## src/rtl/sram_adder_datapath_if.sv

```systemverilog
// Bus between the multi-word adder controller/SRAM side and the datapath.
// The master drives the control and SRAM read signals; the slave (the datapath)
// drives the address, status and result-write signals.
interface sram_adder_datapath_if #(
    parameter int DATA_W = 8,
    parameter int ADDR_W = 4
);
    // Controller / SRAM to datapath
    logic              load;
    logic [ADDR_W-1:0] len;
    logic              first;
    logic              sel;
    logic              addr_minus_en;
    logic              sram_rvalid;
    logic [DATA_W-1:0] sram_rdata;

    // Datapath to controller / SRAM / result memory
    logic [ADDR_W:0]   sram_addr;
    logic              zero;
    logic              res_we;
    logic [ADDR_W-1:0] res_addr;
    logic [DATA_W-1:0] res_data;
    logic              carry_out;
    logic              done;
    logic              err;

    modport master (
        output load, len, first, sel, addr_minus_en, sram_rvalid, sram_rdata,
        input  sram_addr, zero, res_we, res_addr, res_data, carry_out, done, err
    );

    modport slave (
        input  load, len, first, sel, addr_minus_en, sram_rvalid, sram_rdata,
        output sram_addr, zero, res_we, res_addr, res_data, carry_out, done, err
    );
endinterface

```

## src/rtl/sram_adder_datapath.sv

```systemverilog
// Word-serial adder datapath. Operands live in two SRAM banks (A, B); words
// are walked from index len (least significant) down to index 0 (most
// significant). Each A read is held in op_a, each B read is added to it with
// the running carry and written out as one result word.
module sram_adder_datapath #(
    parameter int DATA_W = 8,
    parameter int ADDR_W = 4
) (
    input  logic                  clk,
    input  logic                  reset,
    sram_adder_datapath_if.slave  bus
);
    localparam logic [ADDR_W-1:0] IDX_ONE = ADDR_W'(1);

    logic [ADDR_W-1:0] r_idx;
    logic [DATA_W-1:0] r_op_a;
    logic              r_carry;
    logic              r_first_q;
    logic              r_res_we;
    logic [ADDR_W-1:0] r_res_addr;
    logic [DATA_W-1:0] r_res_data;
    logic              r_carry_out;
    logic              r_done;
    logic              r_err;

    logic              w_idx_zero;
    logic              w_a_capture;
    logic              w_b_sum;
    logic              w_cin;
    logic [DATA_W:0]   w_sum;

    // Carry-in is suppressed on the first word of an operation, whether the
    // controller flags it this cycle or it was flagged earlier (load/first).
    always_comb begin
        w_idx_zero  = (r_idx == '0);
        w_a_capture = bus.sram_rvalid & bus.sel;
        w_b_sum     = bus.sram_rvalid & ~bus.sel;
        w_cin       = (r_first_q | bus.first) ? 1'b0 : r_carry;
        w_sum       = {1'b0, r_op_a} + {1'b0, bus.sram_rdata}
                    + {{DATA_W{1'b0}}, w_cin};
    end

    // Word index, carry chain, operand hold and result registers; load wins
    // over any concurrent read data so a stale sum never reaches the output.
    always_ff @(posedge clk or posedge reset) begin
        if (reset) begin
            r_idx       <= '0;
            r_op_a      <= '0;
            r_carry     <= 1'b0;
            r_first_q   <= 1'b1;
            r_res_we    <= 1'b0;
            r_res_addr  <= '0;
            r_res_data  <= '0;
            r_carry_out <= 1'b0;
            r_done      <= 1'b0;
            r_err       <= 1'b0;
        end else if (bus.load) begin
            r_idx     <= bus.len;
            r_carry   <= 1'b0;
            r_first_q <= 1'b1;
            r_err     <= 1'b0;
            r_res_we  <= 1'b0;
            r_done    <= 1'b0;
        end else begin
            r_res_we <= w_b_sum;
            r_done   <= w_b_sum & w_idx_zero;

            if (w_a_capture) begin
                r_op_a <= bus.sram_rdata;
            end

            if (w_b_sum) begin
                r_res_data <= w_sum[DATA_W-1:0];
                r_res_addr <= r_idx;
                r_carry    <= w_sum[DATA_W];
                r_first_q  <= 1'b0;
                if (w_idx_zero) begin
                    r_carry_out <= w_sum[DATA_W];
                end
            end else if (bus.first) begin
                r_first_q <= 1'b1;
            end

            // Index saturates at 0; an attempt to go below it is flagged.
            if (bus.addr_minus_en) begin
                if (w_idx_zero) begin
                    r_err <= 1'b1;
                end else begin
                    r_idx <= r_idx - IDX_ONE;
                end
            end
        end
    end

    // Bank select is inverted: sel=1 (A phase) addresses bank 0.
    always_comb begin
        bus.sram_addr = {~bus.sel, r_idx};
        bus.zero      = w_idx_zero;
        bus.res_we    = r_res_we;
        bus.res_addr  = r_res_addr;
        bus.res_data  = r_res_data;
        bus.carry_out = r_carry_out;
        bus.done      = r_done;
        bus.err       = r_err;
    end
endmodule

```

## src/flat_wrapper.sv

```systemverilog
// flat-port wrapper written by rule: the top's interface ports become plain ports
module sram_adder_datapath_flat 
#(
    parameter int DATA_W = 8,
    parameter int ADDR_W = 4
)
  (clk, reset, bus_load, bus_len, bus_first, bus_sel, bus_addr_minus_en, bus_sram_rvalid, bus_sram_rdata, bus_sram_addr, bus_zero, bus_res_we, bus_res_addr, bus_res_data, bus_carry_out, bus_done, bus_err);
  sram_adder_datapath_if #(.DATA_W(DATA_W), .ADDR_W(ADDR_W)) bus_i ();
  input  logic clk;
  input  logic reset;
  input wire logic [$bits(bus_i.load)-1:0] bus_load;
  input wire logic [$bits(bus_i.len)-1:0] bus_len;
  input wire logic [$bits(bus_i.first)-1:0] bus_first;
  input wire logic [$bits(bus_i.sel)-1:0] bus_sel;
  input wire logic [$bits(bus_i.addr_minus_en)-1:0] bus_addr_minus_en;
  input wire logic [$bits(bus_i.sram_rvalid)-1:0] bus_sram_rvalid;
  input wire logic [$bits(bus_i.sram_rdata)-1:0] bus_sram_rdata;
  output wire logic [$bits(bus_i.sram_addr)-1:0] bus_sram_addr;
  output wire logic [$bits(bus_i.zero)-1:0] bus_zero;
  output wire logic [$bits(bus_i.res_we)-1:0] bus_res_we;
  output wire logic [$bits(bus_i.res_addr)-1:0] bus_res_addr;
  output wire logic [$bits(bus_i.res_data)-1:0] bus_res_data;
  output wire logic [$bits(bus_i.carry_out)-1:0] bus_carry_out;
  output wire logic [$bits(bus_i.done)-1:0] bus_done;
  output wire logic [$bits(bus_i.err)-1:0] bus_err;
  assign bus_i.load = bus_load;
  assign bus_i.len = bus_len;
  assign bus_i.first = bus_first;
  assign bus_i.sel = bus_sel;
  assign bus_i.addr_minus_en = bus_addr_minus_en;
  assign bus_i.sram_rvalid = bus_sram_rvalid;
  assign bus_i.sram_rdata = bus_sram_rdata;
  assign bus_sram_addr = bus_i.sram_addr;
  assign bus_zero = bus_i.zero;
  assign bus_res_we = bus_i.res_we;
  assign bus_res_addr = bus_i.res_addr;
  assign bus_res_data = bus_i.res_data;
  assign bus_carry_out = bus_i.carry_out;
  assign bus_done = bus_i.done;
  assign bus_err = bus_i.err;
  sram_adder_datapath #(.DATA_W(DATA_W), .ADDR_W(ADDR_W)) u_core (.clk(clk), .reset(reset), .bus(bus_i));
endmodule
```

## config.mk

```make
export PLATFORM = sky130hd
export DESIGN_NAME = sram_adder_datapath_flat
export DESIGN_NICKNAME = d
export VERILOG_FILES = /design/src/rtl/sram_adder_datapath_if.sv /design/src/rtl/sram_adder_datapath.sv /design/src/flat_wrapper.sv
export SDC_FILE = /design/constraint.sdc
export NUM_CORES = 1
export LEC_CHECK = 0
export ABC_AREA = 1
export CORE_ASPECT_RATIO = 0.5
export CORE_MARGIN = 8
export CORE_UTILIZATION = 41
export CTS_CLUSTER_DIAMETER = 100
export DETAILED_ROUTE_END_ITERATION = 7
export DONT_BUFFER_PORTS = 1
export PLACE_DENSITY = 0.63
export SYNTH_ARGS = -nofsm -noshare
export SYNTH_HDL_FRONTEND = slang
export SYNTH_SLANG_ARGS = --single-unit
```

## constraint.sdc

```tcl
create_clock -name clk -period 2.55 [get_ports clk]
set_input_delay 0.51 -clock clk [delete_from_list [all_inputs] [get_ports clk]]
set_output_delay 0.51 -clock clk [all_outputs]
set_load 0.01 [all_outputs]
```

**After elaboration in Yosys (flattened, before gate mapping)**

Index checks and enable logic that the tools add are counted.
W data, S select, Z words.

- Flip-flop bits (word level): 30
- Logic and storage cells: 44

- Add/subtract/negate cells: 3
- Eq/ne operators: 1
- Mux-type cells: 14
- Bitwise logic cells: 6
- Reductions and logical operators: 10

Operators with widths:

| cell | number |
|---|---|
| $mux W4 | 3 |
| $mux W1 | 11 |
| $add A8 B8 Y9 | 1 |
| $add A9 B1 Y9 | 1 |
| $reduce_and A2 Y1 | 4 |
| $reduce_bool A2 Y1 | 3 |
| $logic_not A4 Y1 | 1 |
| $sub A4 B1 Y4 const B | 1 |
| $and A1 B1 Y1 | 3 |
| $reduce_and A3 Y1 | 1 |
| $reduce_bool A3 Y1 | 1 |
| $ne A2 B2 Y1 const B | 1 |
| $not A1 Y1 | 2 |
| $or A1 B1 Y1 | 1 |

**Longest topological paths before layout**

Gate-level depths: netlist (run 1).

- Depth after elaboration: 5
- Gate-level depth with buffers: 11
- Depth with buffers taken out: 11

**Worst setup path after synthesis (run 1)**

OpenSTA, ideal clock, no wires.

- Path type: input -> register
- Start: in bus_first
- End: reg u_core.r_carry_out, in the netlist u_core.bus.carry_out
- Library setup time: 0.082 ns
- Arrival: 1.911 ns
- Required time: 2.468 ns
- Slack: 0.557 ns
- Stages on the path: 9
- Buffers on the path: 0
- Path through: nor2_1 > nand2_1 > fa_1 > fa_1 > inv_1 > nand3_1 > nand3_1 > nand2_1 > a31oi_1

- Word-level cells in the longest chain between the ends: 3

Ends and longest elaborated chain:

| what | RTL line | RTL |
|---|---|---|
| start: declaration | flat_wrapper.sv:13 | `input wire logic [$bits(bus_i.first)-1:0] bus_first;` |
| $or A1 B1 Y1 | sram_adder_datapath.sv:38 | `w_cin = (r_first_q \| bus.first) ? 1'b0 : r_carry;` |
| $mux W1 | sram_adder_datapath.sv:38 |  |
| $add A9 B1 Y9 | sram_adder_datapath.sv:40 | `+ {{DATA_W{1'b0}}, w_cin};` |
| end signal: assignment | sram_adder_datapath.sv:78 | `r_carry_out <= w_sum[DATA_W];` |
| end: declaration | sram_adder_datapath.sv:22 | `logic r_carry_out;` |

Every way passes these cells.
A chain may end at the register's enable or synchronous reset.

**Final worst setup path (run 1)**

- Start: reg u_core.r_first_q
- End: reg u_core.r_carry

- Word-level cells in the longest chain between the ends: 5

Ends and longest elaborated chain:

| what | RTL line | RTL |
|---|---|---|
| start: declaration | sram_adder_datapath.sv:18 | `logic r_first_q;` |
| start signal: assignment | sram_adder_datapath.sv:50 | `r_first_q <= 1'b1;` |
| start signal: assignment | sram_adder_datapath.sv:60 | `r_first_q <= 1'b1;` |
| start signal: assignment | sram_adder_datapath.sv:76 | `r_first_q <= 1'b0;` |
| $or A1 B1 Y1 | sram_adder_datapath.sv:38 |  |
| $mux W1 | sram_adder_datapath.sv:38 |  |
| $add A9 B1 Y9 | sram_adder_datapath.sv:40 |  |
| $mux W1 | sram_adder_datapath.sv:72 | `if (w_b_sum) begin` |
| $mux W1 | sram_adder_datapath.sv:57 | `end else if (bus.load) begin` |
| end signal: assignment | sram_adder_datapath.sv:75 | `r_carry <= w_sum[DATA_W];` |
| end: declaration | sram_adder_datapath.sv:17 | `logic r_carry;` |

Every way passes these cells. The select of a mux whose other input is x is not followed.

==> results.py, run 1 <==
metrics = {
    "status": {
        "status": "complete, no violations",
    },
    "detailed_routing": {
        "wl_per_cell_um": 13.8,
        "wl_met2_mm": 1.63,
        "drt_pass1_iterations": 4,
        "viasPerCell": 4.78,
        "wl_met1_mm": 1.49,
        "vias": 1205,
        "dr_wl_met3_um": 298,
        "drt_wl_total_mm": 3.47,
        "drtAntennaViolNets": 0,
        "drtIter0Drc": 59,
        "drc": 0,
        "routed.top_layer": "met4",
    },
    "pwr": {
        "sw_frac_of_total": 0.348,
        "seq_power_share": 0.471,
        "switchingPower_uw": 513,
        "combPwrFrac": 0.260,
        "power_density_mw_per_mm2": 799,
        "peakVddDrop_mv": 0.227,
        "p_leak_uw": 0.000963,
        "internal-power_uw": 960,
        "power_frac_clock": 0.269,
    },
    "timing": {
        "drv_slew": 0,
        "min_period_over_period": 0.783,
        "clock_skew_ns": 0.00360,
        "setup_violations": 0,
        "tns_ns": 0,
        "hold_violations": 0,
        "fmax_ghz": 0.501,
        "max-slew-margin-rel": 0.743,
        "tightest_slew_ns": 0.386,
        "rsz0062_at_grt": "false",
        "finalCriticalPeriod_ns": 2.00,
    },
    "critical_path": {
        "arrival_ns": 2.22,
        "worstSetupEndpoint": "u_core.r_carry",
        "cp-start-kind": "flip-flop",
        "worst-endpoint-required_ns": 2.77,
        "timing.rr.start": "u_core.r_first_q",
        "regToRegSetupSlack_ns": 0.55,
        "crit_type": "reg2reg",
        "crit_fanout": 3,
        "reg2reg_to": "u_core.r_carry",
        "worst_r2r_path_depth": 11,
        "crit_path_end_kind": "flip-flop",
        "critPathLaunch": "u_core.r_first_q",
    },
    "final_layout": {
        "layout-drive-gt1-share": 0.172,
        "nets": 226,
        "postLayoutCoreUtil": 0.467,
        "antenna_cells": 0,
        "final_common_cell": "nand2_1",
        "seq_area_sq_um": 752,
        "multi_input_area_sq_um": 806,
        "fillers": 386,
        "area_growth_pct": 7.76,
        "layout_common_cells": "nand2_1 (57), dfrtp_1 (29), inv_1 (23), nor2_1 (10), nand3_1 (10)",
    },
    "place": {
        "io_buffers": 0,
        "dp_hpwl_mm": 2.68,
        "routabilityCongestion": 0.826,
    },
    "global_route": {
        "grt_max_degree": 31,
        "grt_pass1_vias": 1218,
        "overflow": 0,
        "grt_pass1_wl_mm": 5.66,
        "antenna_found_initial": 0,
        "grt_usage": 0.112,
    },
    "synthesis": {
        "syn_inst": 192,
        "ys_seq_area_frac": 0.440,
        "ys_ff_latch": 30,
        "synthDistinctLibCells": 30,
        "synth_top_area_share": 0.425,
        "synthesis.nets": 221,
        "avgSynthCellArea_sq_um": 8.90,
        "synth_warnings": 0,
        "mappedNetlistArea_sq_mm": 0.00171,
        "ys_top_cells_by_area": "dfrtp_1 (42%), nand2_1 (13%), ha_1 (5.9%)",
        "synth_top_cell_by_area": "dfrtp_1",
    },
    "clock_network": {
        "clkTransAtPathRegs_ns": 0.07,
        "cts_tree": "done",
        "cts_hold_buf": 0,
        "cts.sinks": 30,
        "root_buffer": "clkbuf_8",
        "clk_latency_ns": 0.27,
        "cts_max_level": 2,
        "cts_buffers": 5,
        "cts_resized": 0,
        "cts_buffer_depth": 2,
        "postCtsSetupRepairBufs": 0,
    },
    "hold_path": {
        "min_path_type": "in2async",
    },
    "floorplanning": {
        "initial_utilization": 0.433,
        "ios": 41,
        "core.rowCount": 16,
        "die-area_sq_mm": 0.00662,
        "die_y_um": 61.7,
        "core_sq_mm": 0.00394,
        "chipWidth_um": 107,
    },
    "job": {
        "maxCapViolations": 0,
    },
}
## kinds of logic (layout without fill, tap and decap cells)
family                   after synthesis  after routing  share of synthesized area
AO/OA/AOI/OAI                         25             25                     0.0937
XOR/XNOR                               3              3                     0.0154
adder cells (fa/ha/maj)               10             10                     0.0820
buffers and inverters                 32             38                     0.0886
flip-flops                            30             30                      0.440
multiplexers                           6              6                     0.0527
AND/OR/NAND/NOR                       86             86                      0.228
## cells in the mapped netlist (all sizes together)
cell type and number:
a21oi 5, a31oi 1, buf 3, clkinv 1, dfrtp 29, dfstp 1, fa 2, ha 8
inv 28, mux2 6, nand2 59, nand3 12, nand3b 2, nand4 1, nor2 11, o21a 1
o21ai 17, o22ai 1, or2 1, xor2 3
## critical path, stage by stage, from the launching register on
cell,delay [ns]
dfstp_2,0.36
nor2_1,0.14
nand2_1,0.08
fa_1,0.42
fa_1,0.41
inv_1,0.09
nand3_1,0.07
nand3_1,0.11
nand2_1,0.09
nand3b_1,0.09
nand2_1,0.05
inv_1,0.04
## area by class of cell
class                           count  area share
Clock buffer                        7      0.0469
Clock inverter                      1     0.00272
Inverter                           29      0.0639
Multi-Input combinational cell    130       0.437
Sequential cell                    30       0.408
Tap cell                           54      0.0367
Timing Repair Buffer                1     0.00408
## sequential cells by signal, summed over array words and instances (netlist names)
signal and count:
u_core.r_first_q 1, u_core.r_op_a 8, u_core.bus.res_we 1, u_core.r_carry 1, u_core.bus.done 1, u_core.bus.err 1, u_core.bus.carry_out 1, u_core.bus.res_data 8
u_core.bus.res_addr 4, u_core.r_idx 4
## metal layers
| layer | vias to the layer above | track usage |
|---|---|---|
| li1 | 617 | - |
| met1 | 557 | 0.123 |
| met2 | 27 | 0.185 |
| met3 | 4 | 0.0522 |
| met4 | 0 | 0.0535 |
| met5 | - | 0 |
## metrics by stage
step / instances / power (uW) / setup slack, ns / hold slack, ns / cell area (sq um)
2_1_floorplan: 192 / 1010 / 0.557 / 0.453 / 1710
3_3_place_gp: 244 / 1080 / 0.472 / 0.474 / 1750
3_5_place_dp: 244 / 1090 / 0.405 / 0.485 / 1750
4_1_cts: 252 / 1500 / 0.545 / 0.213 / 1840
5_1_grt: 252 / 1590 / 0.373 / 0.225 / 1840
6_report: 252 / 1470 / 0.554 / 0.194 / 1840
## worst min path at each step
stage,startpoint,cells after the start,slack [ns],endpoint
floorplan,u_core.r_op_a[0],2,0.45,u_core.r_op_a[0]
global placement,u_core.r_op_a[0],2,0.47,u_core.r_op_a[0]
detailed placement,u_core.r_op_a[0],2,0.49,u_core.r_op_a[0]
CTS,reset,2,0.21,u_core.bus.err
global route,reset,2,0.23,u_core.bus.err
finish,reset,2,0.19,u_core.bus.err
## power groups by stage
| stage | clock network, uW | logic [uW] | registers, uW |
|---|---|---|---|
| after floorplan | 0 | 334 | 678 |
| after global placement | 0 | 379 | 704 |
| after detailed placement | 0 | 386 | 708 |
| after CTS | 410 | 391 | 698 |
| after global routing | 434 | 446 | 709 |
| final | 397 | 383 | 693 |
(Power assumes the default switching activity.)
==> inputs of run 2 (changes only) <==
Clock period 2.55 ns to 2.05 ns, I/O delays scaled along.
==> results.py, run 2 (same netlist as run 1, synthesis figures left out) <==
metrics = {
    "timing": {
        "setup_violations": 0,
        "min_period_over_period": 0.894,
        "fmax_ghz": 0.546,
        "finalCriticalPeriod_ns": 1.83,
        "hold_violations": 0,
        "tightest_slew_ns": 0.389,
        "max-slew-margin-rel": 0.741,
        "clock_skew_ns": 0.00550,
        "rsz0062_at_grt": "false",
        "drv_slew": 0,
        "tns_ns": 0,
    },
    "critical_path": {
        "cp-start-kind": "flip-flop",
        "timing.rr.start": "u_core.r_first_q",
        "reg2reg_to": "u_core.bus.carry_out",
        "arrival_ns": 2.04,
        "critical_path.max_stage_delay_ns": 0.37,
        "crit_fanout": 3,
        "path_cells": "nor2_2 -> nand2_1 -> fa_2 -> fa_2 -> inv_1 -> nand3_1 -> nand3_1 -> nand2_1 -> a31oi_1",
        "cpMaxStageDelayCell": "dfstp_2",
        "regToRegSetupSlack_ns": 0.22,
        "worst-endpoint-required_ns": 2.25,
        "path_buf_inv": 1,
        "crit_type": "reg2reg",
        "worst_r2r_path_depth": 9,
        "crit_path_end_kind": "flip-flop",
        "cp_top_family": "adder cells",
    },
    "place": {
        "io_buffers": 0,
        "routabilityCongestion": 0.827,
        "dp_hpwl_mm": 2.70,
    },
    "final_layout": {
        "layout_common_cells": "nand2_1 (57), dfrtp_1 (29), inv_1 (23), nand3_1 (10), nor2_1 (9)",
        "nets": 226,
        "antenna_cells": 0,
        "area_growth_pct": 7.69,
        "fillers": 391,
        "postLayoutCoreUtil": 0.467,
        "final_common_cell": "nand2_1",
        "layout-drive-gt1-share": 0.187,
    },
    "pwr": {
        "seq_power_share": 0.476,
        "internal-power_uw": 1160,
        "peakVddDrop_mv": 0.280,
        "combPwrFrac": 0.268,
        "switchingPower_uw": 647,
        "sw_frac_of_total": 0.358,
        "p_leak_uw": 0.000959,
        "finalPower_uw": 1810,
        "power_density_mw_per_mm2": 982,
        "power_frac_clock": 0.256,
    },
    "hold_path": {
        "min_path_type": "in2async",
    },
    "global_route": {
        "grt_max_degree": 31,
        "grt_usage": 0.114,
        "grt_pass1_wl_mm": 5.72,
        "grt_pass1_vias": 1214,
        "overflow": 0,
        "antenna_found_initial": 0,
    },
    "floorplanning": {
        "core_sq_mm": 0.00394,
        "die_y_um": 61.7,
        "core.rowCount": 16,
        "ios": 41,
        "initial_utilization": 0.433,
        "chipWidth_um": 107,
        "die-area_sq_mm": 0.00662,
    },
    "detailed_routing": {
        "drtAntennaViolNets": 0,
        "wl_per_cell_um": 14.0,
        "drc": 0,
        "drtIter0Drc": 48,
        "drt_pass1_iterations": 3,
        "viasPerCell": 4.79,
        "drt_wl_total_mm": 3.52,
        "vias": 1206,
    },
    "clock_network": {
        "cts_buffers": 5,
        "cts_max_level": 2,
        "root_buffer": "clkbuf_8",
        "cts_tree": "done",
        "clkTransAtPathRegs_ns": 0.07,
        "clk_latency_ns": 0.28,
        "cts_buffer_depth": 2,
        "cts.sinks": 30,
    },
    "status": {
        "status": "complete, no violations",
    },
    "job": {
        "maxCapViolations": 0,
    },
}
==> run 2: how the worst max path moves through the flow <==
stage | startpoint | end | slack, ns | depth (start not counted)
finish | u_core.r_first_q | u_core.bus.carry_out | 0.22 | 9
floorplan | bus_first | u_core.bus.carry_out | 0.16 | 9
detailed placement | bus_first | u_core.bus.carry_out | 0.03 | 9
global route | u_core.r_first_q | u_core.bus.carry_out | 0.03 | 9
global placement | bus_first | u_core.bus.carry_out | 0.07 | 9
CTS | u_core.r_first_q | u_core.bus.carry_out | 0.06 | 9
==> run 2: per-layer routing <==
layer	up-vias	wire length [um]	global-route usage	part of all wire
met3	8	276	0.0491	0.078
met5	-	0	0	0
li1	621	-	-	-
met2	25	1620	0.190	0.46
met1	552	1560	0.123	0.44
met4	0	61	0.0614	0.017
==> run 2: final cells by class <==
class                      instances  area [sq um]  area share
clock buffer                       6          72.6      0.0394
clock inverter                     2          10.0     0.00544
inverter                          29           118      0.0639
multi-input combinational        130           813       0.442
sequential                        30           752       0.409
tap                               54          67.6      0.0367
timing repair buffer               1          7.51     0.00408
==> run 2: power by group through the flow <==
| stage | registers [uW] | logic (uW) | clock network, uW |
|---|---|---|---|
| after floorplan | 843 | 416 | 0 |
| after global placement | 874 | 471 | 0 |
| after detailed placement | 879 | 482 | 0 |
| after CTS | 869 | 488 | 477 |
| after global routing | 883 | 556 | 507 |
| final | 861 | 484 | 463 |
==> run 2: worst reg2reg max path: cells and delay by family, from the launching register on <==
kind	cells	cell delay [ns]
compound gates	1	0.16
fa+ha+maj	2	0.72
buf+inv	1	0.08
flops	1	0.37
simple gates	5	0.43
==> run 2: timing repair <==
| item | in CTS | in global routing |
|---|---|---|
| setup endpoints to repair | 0 | 4 |
| endpoints found under the hold margin | 0 | 0 |
| hold buffers | 0 | 0 |
| resized for setup | 0 | 3 |
| setup buffers | 0 | 0 |
==> run 2: per-stage QoR <==
stage / cell area [sq um] / std cells / worst slack, ns / hold WS, ns
after floorplan: 1710 / 192 / 0.157 / 0.453
after global placement: 1750 / 244 / 0.0739 / 0.402
after detailed placement: 1750 / 244 / 0.0281 / 0.407
after CTS: 1830 / 252 / 0.0627 / 0.101
after global routing: 1840 / 252 / 0.0267 / 0.121
final: 1840 / 252 / 0.217 / 0.0914
==> inputs of run 3 (changes only) <==
Settings changed: CTS_CLUSTER_SIZE set to 30, HOLD_SLACK_MARGIN set to 0.06.
==> results of run 3 <==
The final DEF is identical to that of run 2; final timing and power are the same.
